### config.mk
export PLATFORM = sky130hd
export DESIGN_NAME = btn_event_ctrl
export DESIGN_NICKNAME = d
export VERILOG_FILES = /design/src/rtl/btn_evt_pkg.sv /design/src/rtl/btn_press_fsm.sv /design/src/rtl/btn_event_ctrl.sv
export SDC_FILE = /design/constraint.sdc
export NUM_CORES = 1
export LEC_CHECK = 0
export CAP_MARGIN = 20
export CELL_PAD_IN_SITES_DETAIL_PLACEMENT = 1
export CELL_PAD_IN_SITES_GLOBAL_PLACEMENT = 2
export CORE_UTILIZATION = 39
export CTS_BUF_LIST = sky130_fd_sc_hd__clkbuf_16
export DETAILED_ROUTE_END_ITERATION = 8
export PLACE_DENSITY = 0.76
export SYNTH_ARGS = -nofsm -noshare
export SYNTH_HDL_FRONTEND = slang
export SYNTH_SLANG_ARGS = --single-unit
### constraint.sdc
create_clock -name clk -period 3.1 [get_ports clk]
set_input_delay 0.62 -clock clk [delete_from_list [all_inputs] [get_ports clk]]
set_output_delay 0.62 -clock clk [all_outputs]
set_load 0.01 [all_outputs]
### src/rtl/btn_evt_pkg.sv
// Shared event codes and button FSM encodings for the button event path.
// The watch mode/set FSM imports this package to decode o_evt_type.
package btn_evt_pkg;

  localparam logic [1:0] EVT_NONE   = 2'b00;
  localparam logic [1:0] EVT_SHORT  = 2'b01;
  localparam logic [1:0] EVT_LONG   = 2'b10;
  localparam logic [1:0] EVT_REPEAT = 2'b11;

  typedef enum logic [1:0] {
    ST_IDLE    = 2'd0,
    ST_PRESSED = 2'd1,
    ST_LONG    = 2'd2
  } btn_state_e;

  function automatic int cnt_w(int a, int b);
    int m;
    m = (a > b) ? a : b;
    return (m < 2) ? 1 : $clog2(m);
  endfunction

  function automatic int rr_idx(int base, int k, int n);
    return (base + k) % n;
  endfunction

endpackage

### src/rtl/btn_press_fsm.sv
// One button's press classifier: SHORT on release, LONG after a hold and,
// with BTN_EVT_REPEAT_EN defined, REPEAT while the hold continues.
module btn_press_fsm
  import btn_evt_pkg::*;
#(
  parameter int LONG_MS   = 1000,
  parameter int REPEAT_MS = 200
)(
  input  logic       clk,
  input  logic       rst,
  input  logic       tick_i,
  input  logic       level_i,
  output logic       emit_o,
  output logic [1:0] type_o
);

  localparam int CW = cnt_w(LONG_MS, REPEAT_MS);
  localparam logic [CW-1:0] LONG_MAX = CW'(LONG_MS - 1);
`ifdef BTN_EVT_REPEAT_EN
  localparam logic [CW-1:0] REP_MAX = CW'(REPEAT_MS - 1);
`endif

  btn_state_e    state_q, state_d;
  logic [CW-1:0] cnt_q, cnt_d;
  logic          lvl_q;

  // lvl_q resets high so a button held through reset must be released
  // and pressed again before it is counted.
  always_ff @(posedge clk or posedge rst) begin
    if (rst) begin
      state_q <= ST_IDLE;
      cnt_q   <= '0;
      lvl_q   <= 1'b1;
    end else begin
      state_q <= state_d;
      cnt_q   <= cnt_d;
      lvl_q   <= level_i;
    end
  end

  always_comb begin
    state_d = state_q;
    cnt_d   = cnt_q;
    emit_o  = 1'b0;
    type_o  = EVT_NONE;
    unique case (state_q)
      ST_IDLE: begin
        if (level_i && !lvl_q) begin
          state_d = ST_PRESSED;
          cnt_d   = '0;
        end
      end
      ST_PRESSED: begin
        if (!level_i) begin
          emit_o  = 1'b1;
          type_o  = EVT_SHORT;
          state_d = ST_IDLE;
        end else if (tick_i) begin
          if (cnt_q == LONG_MAX) begin
            emit_o  = 1'b1;
            type_o  = EVT_LONG;
            state_d = ST_LONG;
            cnt_d   = '0;
          end else begin
            cnt_d = cnt_q + 1'b1;
          end
        end
      end
      ST_LONG: begin
        if (!level_i) begin
          state_d = ST_IDLE;
        end
`ifdef BTN_EVT_REPEAT_EN
        else if (tick_i) begin
          if (cnt_q == REP_MAX) begin
            emit_o = 1'b1;
            type_o = EVT_REPEAT;
            cnt_d  = '0;
          end else begin
            cnt_d = cnt_q + 1'b1;
          end
        end
`endif
      end
      default: state_d = ST_IDLE;
    endcase
  end

endmodule

### src/rtl/btn_event_ctrl.sv
// Button event classifier and round-robin arbiter onto one valid/ready port.
// Define BTN_EVT_REPEAT_EN to enable REPEAT events while a button stays held.
module btn_event_ctrl
  import btn_evt_pkg::*;
#(
  parameter int  NUM_BTN   = 4,
  parameter int  TICK_DIV  = 100000,
  parameter int  LONG_MS   = 1000,
  parameter int  REPEAT_MS = 200,
  localparam int IDW       = $clog2(NUM_BTN)
)(
  input  logic               clk,
  input  logic               rst,
  input  logic [NUM_BTN-1:0] i_btn_level,
  output logic               o_evt_valid,
  input  logic               i_evt_ready,
  output logic [IDW-1:0]     o_evt_id,
  output logic [1:0]         o_evt_type,
  output logic               o_evt_drop
);

  localparam int DW = (TICK_DIV < 2) ? 1 : $clog2(TICK_DIV);
  localparam logic [DW-1:0] DIV_MAX = DW'(TICK_DIV - 1);

  logic [DW-1:0] div_q, div_d;
  logic          tick;

  logic [NUM_BTN-1:0] emit;
  logic [1:0]         etype [NUM_BTN];

  logic [NUM_BTN-1:0]      full_q, full_d;
  logic [NUM_BTN-1:0][1:0] typ_q, typ_d;
  logic [NUM_BTN-1:0]      drop_vec;

  logic [IDW-1:0] ptr_q, ptr_d;
  logic [IDW-1:0] idx, gnt_idx;
  logic [1:0]     gnt_typ;
  logic           gnt_any, load;

  logic           valid_q, valid_d;
  logic [IDW-1:0] id_q, id_d;
  logic [1:0]     type_q, type_d;
  logic           drop_q, drop_d;

  assign tick  = (div_q == DIV_MAX);
  assign div_d = tick ? '0 : div_q + 1'b1;

  for (genvar g = 0; g < NUM_BTN; g++) begin : g_btn
    btn_press_fsm #(
      .LONG_MS  (LONG_MS),
      .REPEAT_MS(REPEAT_MS)
    ) u_fsm (
      .clk    (clk),
      .rst    (rst),
      .tick_i (tick),
      .level_i(i_btn_level[g]),
      .emit_o (emit[g]),
      .type_o (etype[g])
    );
  end

  assign load = !valid_q || i_evt_ready;

  // First full slot after the pointer wins, wrapping around.
  always_comb begin
    gnt_any = 1'b0;
    gnt_idx = ptr_q;
    gnt_typ = EVT_NONE;
    idx     = '0;
    if (load) begin
      for (int k = 1; k <= NUM_BTN; k++) begin
        idx = IDW'(rr_idx(int'(ptr_q), k, NUM_BTN));
        if (!gnt_any && full_q[idx]) begin
          gnt_any = 1'b1;
          gnt_idx = idx;
          gnt_typ = typ_q[idx];
        end
      end
    end
  end

  always_comb begin
    full_d   = full_q;
    typ_d    = typ_q;
    drop_vec = '0;
    for (int i = 0; i < NUM_BTN; i++) begin
      if (gnt_any && (IDW'(i) == gnt_idx)) begin
        full_d[i] = 1'b0;
      end
      if (emit[i]) begin
        if (!full_q[i] || (gnt_any && (IDW'(i) == gnt_idx))) begin
          full_d[i] = 1'b1;
          typ_d[i]  = etype[i];
        end else begin
          drop_vec[i] = 1'b1;
        end
      end
    end
  end

  always_comb begin
    valid_d = valid_q;
    id_d    = id_q;
    type_d  = type_q;
    ptr_d   = ptr_q;
    drop_d  = |drop_vec;
    if (load) begin
      valid_d = gnt_any;
      if (gnt_any) begin
        id_d   = gnt_idx;
        type_d = gnt_typ;
        ptr_d  = gnt_idx;
      end
    end
  end

  always_ff @(posedge clk or posedge rst) begin
    if (rst) begin
      div_q   <= '0;
      full_q  <= '0;
      typ_q   <= '0;
      ptr_q   <= '0;
      valid_q <= 1'b0;
      id_q    <= '0;
      type_q  <= EVT_NONE;
      drop_q  <= 1'b0;
    end else begin
      div_q   <= div_d;
      full_q  <= full_d;
      typ_q   <= typ_d;
      ptr_q   <= ptr_d;
      valid_q <= valid_d;
      id_q    <= id_d;
      type_q  <= type_d;
      drop_q  <= drop_d;
    end
  end

  assign o_evt_valid = valid_q;
  assign o_evt_id    = id_q;
  assign o_evt_type  = type_q;
  assign o_evt_drop  = drop_q;

endmodule

==> flow_summary.json <==
{
  "outcome": "finished clean",
  "mostFrequentLayoutCells": "83 x dfrtp_1, 61 x o21ai_0, 50 x nor2_1",
  "min_from": "g_btn[3].u_fsm.cnt_q[9]$_DFFE_PP0P_",
  "yosysTopAreaCell": "dfrtp_1",
  "rows": 40,
  "hold_violations": 0,
  "holdWs_ps": 484,
  "nets": 567,
  "peakVddDrop_mv": 0.240,
  "async_flop_share_pct": 100,
  "stdcell_area_sq_um": 5560,
  "top_usage_layer": "met2",
  "synth-seq-area-share_pct": 44.4,
  "wirelength_um": 12400,
  "avgSynthCellArea_sq_um": 9.03,
  "p_leak_uw": 0.00229,
  "synth_area_leaders": "dfrtp_1 42%, o21ai_0 6.2%, nor2_1 3.8%",
  "period_minus_slack_ps": 2520,
  "drv_cap": 0,
  "finalSetupViolations": 0,
  "ys_ff_latch": 87,
  "synth.distinct_cells": 70,
  "die_y_um": 114,
  "fill_cells": 1437,
  "worst-endpoint-required_ps": 3360,
  "yosysWarningCount": 0,
  "maxClockFrequency_mhz": 396,
  "grt_max_degree": 60,
  "grt_pass1_vias": 4217,
  "cts_setup_buffers": 0,
  "cts.clk_slew.worst_paths_ps": 60,
  "tns_ps": 0,
  "power.density_nw_per_um2": 634,
  "die-area_sq_um": 13100,
  "final_common_cell": "dfrtp_1",
  "drt_iter0_drc": 214,
  "fin_skew_ps": 7.44,
  "tightest_slew_ps": 753,
  "globalplace.congestion": 0.774,
  "cp-start-kind": "input port",
  "initial_core_util_pct": 40.4,
  "path_class": "in -> reg",
  "critPathArrivalTime_ps": 2780,
  "viasPerCell": 5.64,
  "synth_cells": 544,
  "syn-num-nets": 556,
  "core_area_sq_um": 12200,
  "cts_num_sinks": 87,
  "clk_path_buf_depth": 2,
  "die_x_um": 114,
  "drive_above_1_share_pct": 10.4,
  "vias": 4106,
  "use_met3_pct": 2.70,
  "syn_area_sq_um": 4910,
  "synth_top_area_share_pct": 42.3,
  "postCtsResizedCells": 0,
  "use_met2_pct": 32.3,
  "hold_class": "reg -> reg",
  "drv_slew": 0,
  "io_pins": 13,
  "placed_cell_area_sq_um": 5230,
  "critPathLaunch": "i_evt_ready",
  "cts-root-buf": "clkbuf_16",
  "dr.pass1.iters": 5,
  "finalCritPeriodShare_pct": 81.4,
  "grt_util_all_layers_pct": 20.9,
  "clk_latency_ps": 350,
  "end_kind": "flip-flop",
  "drc": 0,
  "rsz0062_at_grt": "false",
  "ant_nets": 0,
  "r2r_start": "div_q[0]$_DFF_PP0_",
  "yosys_most_used_dff": "dfrtp_1",
  "htree_levels": 3,
  "synth_edf_count": 0,
  "route.detailed.wl_per_inst_um": 17.0,
  "cts_tree": "built",
  "io_buffers": 12,
  "grt_pass1_wl_um": 21500,
  "total_power_uw": 3530,
  "cp_max_fo": 6,
  "num_antenna_cells": 0,
  "dp_hpwl_um": 8740,
  "relSlewSlack_pct": 49.4,
  "grt-ovfl-total": 0,
  "antenna_found_initial": 0,
  "cts_hold_buffers": 0,
  "area_delta_synth_final_pct": 13.2,
  "use_met1_pct": 29.3,
  "numCtsBuffers": 9
}
[Yosys cell counts, types with 5 or more instances]
library cell,count
and2_1,6
inv_1,16
or2_2,7
nand4_1,14
dfrtp_1,83
nor4_1,7
a21oi_1,15
nor3_1,8
nor2b_1,9
nand3_1,26
and3_1,20
o21ai_0,61
a211oi_1,8
xnor2_1,6
nor2_1,50
ha_1,5
or4_1,6
mux2i_1,6
buf_2,7
clkbuf_1,8
nand3b_1,6
nand2b_1,22
o31ai_1,12
nand2_1,47
xor2_1,7
[sequential cells by signal (all words and copies together), names as in the netlist]
register,flops
g_btn.u_fsm.state_q,8
g_btn.u_fsm.lvl_q,4
typ_q,8
o_evt_drop,1
full_q,4
o_evt_type,2
o_evt_id,2
o_evt_valid,1
g_btn.u_fsm.cnt_q,40
div_q,17
[report_power, final]
| part | internal [uW] | total [uW] | switching [uW] |
|---|---|---|---|
| logic | 384 | 855 | 470 |
| clock network | 783 | 1240 | 459 |
| registers | 1230 | 1430 | 202 |
| total | 2400 | 3530 | 1130 |
[routing by layer]
| layer | share of wire, % | up-vias | routed length [um] |
|---|---|---|---|
| met5 | 0 | - | 0 |
| met4 | 2.0 | 0 | 241 |
| met3 | 2.2 | 18 | 270 |
| met2 | 46 | 48 | 5670 |
| met1 | 50 | 2027 | 6170 |
| li1 | - | 2013 | - |
[logic make-up (layout without fill, tap and decap cells)]
group / Yosys count / count (layout) / synth area share, %
flops: 87 / 87 / 44.4
xor+xnor: 13 / 13 / 2.32
fa+ha+maj: 5 / 5 / 1.27
mux: 10 / 10 / 2.37
buf+inv: 35 / 51 / 2.95
simple gates: 258 / 258 / 28.8
compound gates: 136 / 136 / 17.8
[metrics by stage]
| stage | setup WS, ps | instances | utilization, % |
|---|---|---|---|
| after floorplan | 236 | 544 | - |
| after global placement | 304 | 712 | 43.0 |
| after detailed placement | 200 | 712 | 43.0 |
| after CTS | 542 | 728 | 45.8 |
| after global routing | 295 | 728 | 45.8 |
| final | 577 | 728 | 45.8 |
[critical path: stages]
cell and delay, ps:
clkdlybuf4s50_1 450, nand2b_1 220, o311ai_2 180, o31a_1 370, o31ai_1 510, nand4_1 210
a2bb2oi_1 220
[worst paths after layout]
path / endpoint / slack, ps / depth (start not counted)
max: typ_q[1]$_DFFE_PP0P_ / 580 / 7
min: g_btn[3].u_fsm.cnt_q[9]$_DFFE_PP0P_ / 480 / 1
max reg2reg: g_btn[2].u_fsm.cnt_q[8]$_DFFE_PP0P_ / 580 / 7
min reg2reg: g_btn[3].u_fsm.cnt_q[9]$_DFFE_PP0P_ / 480 / 1
max in group asynchronous: g_btn[1].u_fsm.lvl_q$_DFF_PP1_ / 1740 / 3
min in group asynchronous: g_btn[2].u_fsm.cnt_q[0]$_DFFE_PP0P_ / 620 / 2
[layout make-up]
cell class / count / area [sq um] / share of cell area [%]
Tap cell: 168 / 210 / 3.78
Clock inverter: 7 / 113 / 2.02
Clock buffer: 9 / 225 / 4.05
Sequential cell: 87 / 2180 / 39.2
Inverter: 16 / 61.3 / 1.10
Multi-Input combinational cell: 422 / 2590 / 46.5
Timing Repair Buffer: 19 / 185 / 3.33
No activity file was read; power rests on OpenSTA's default activity.
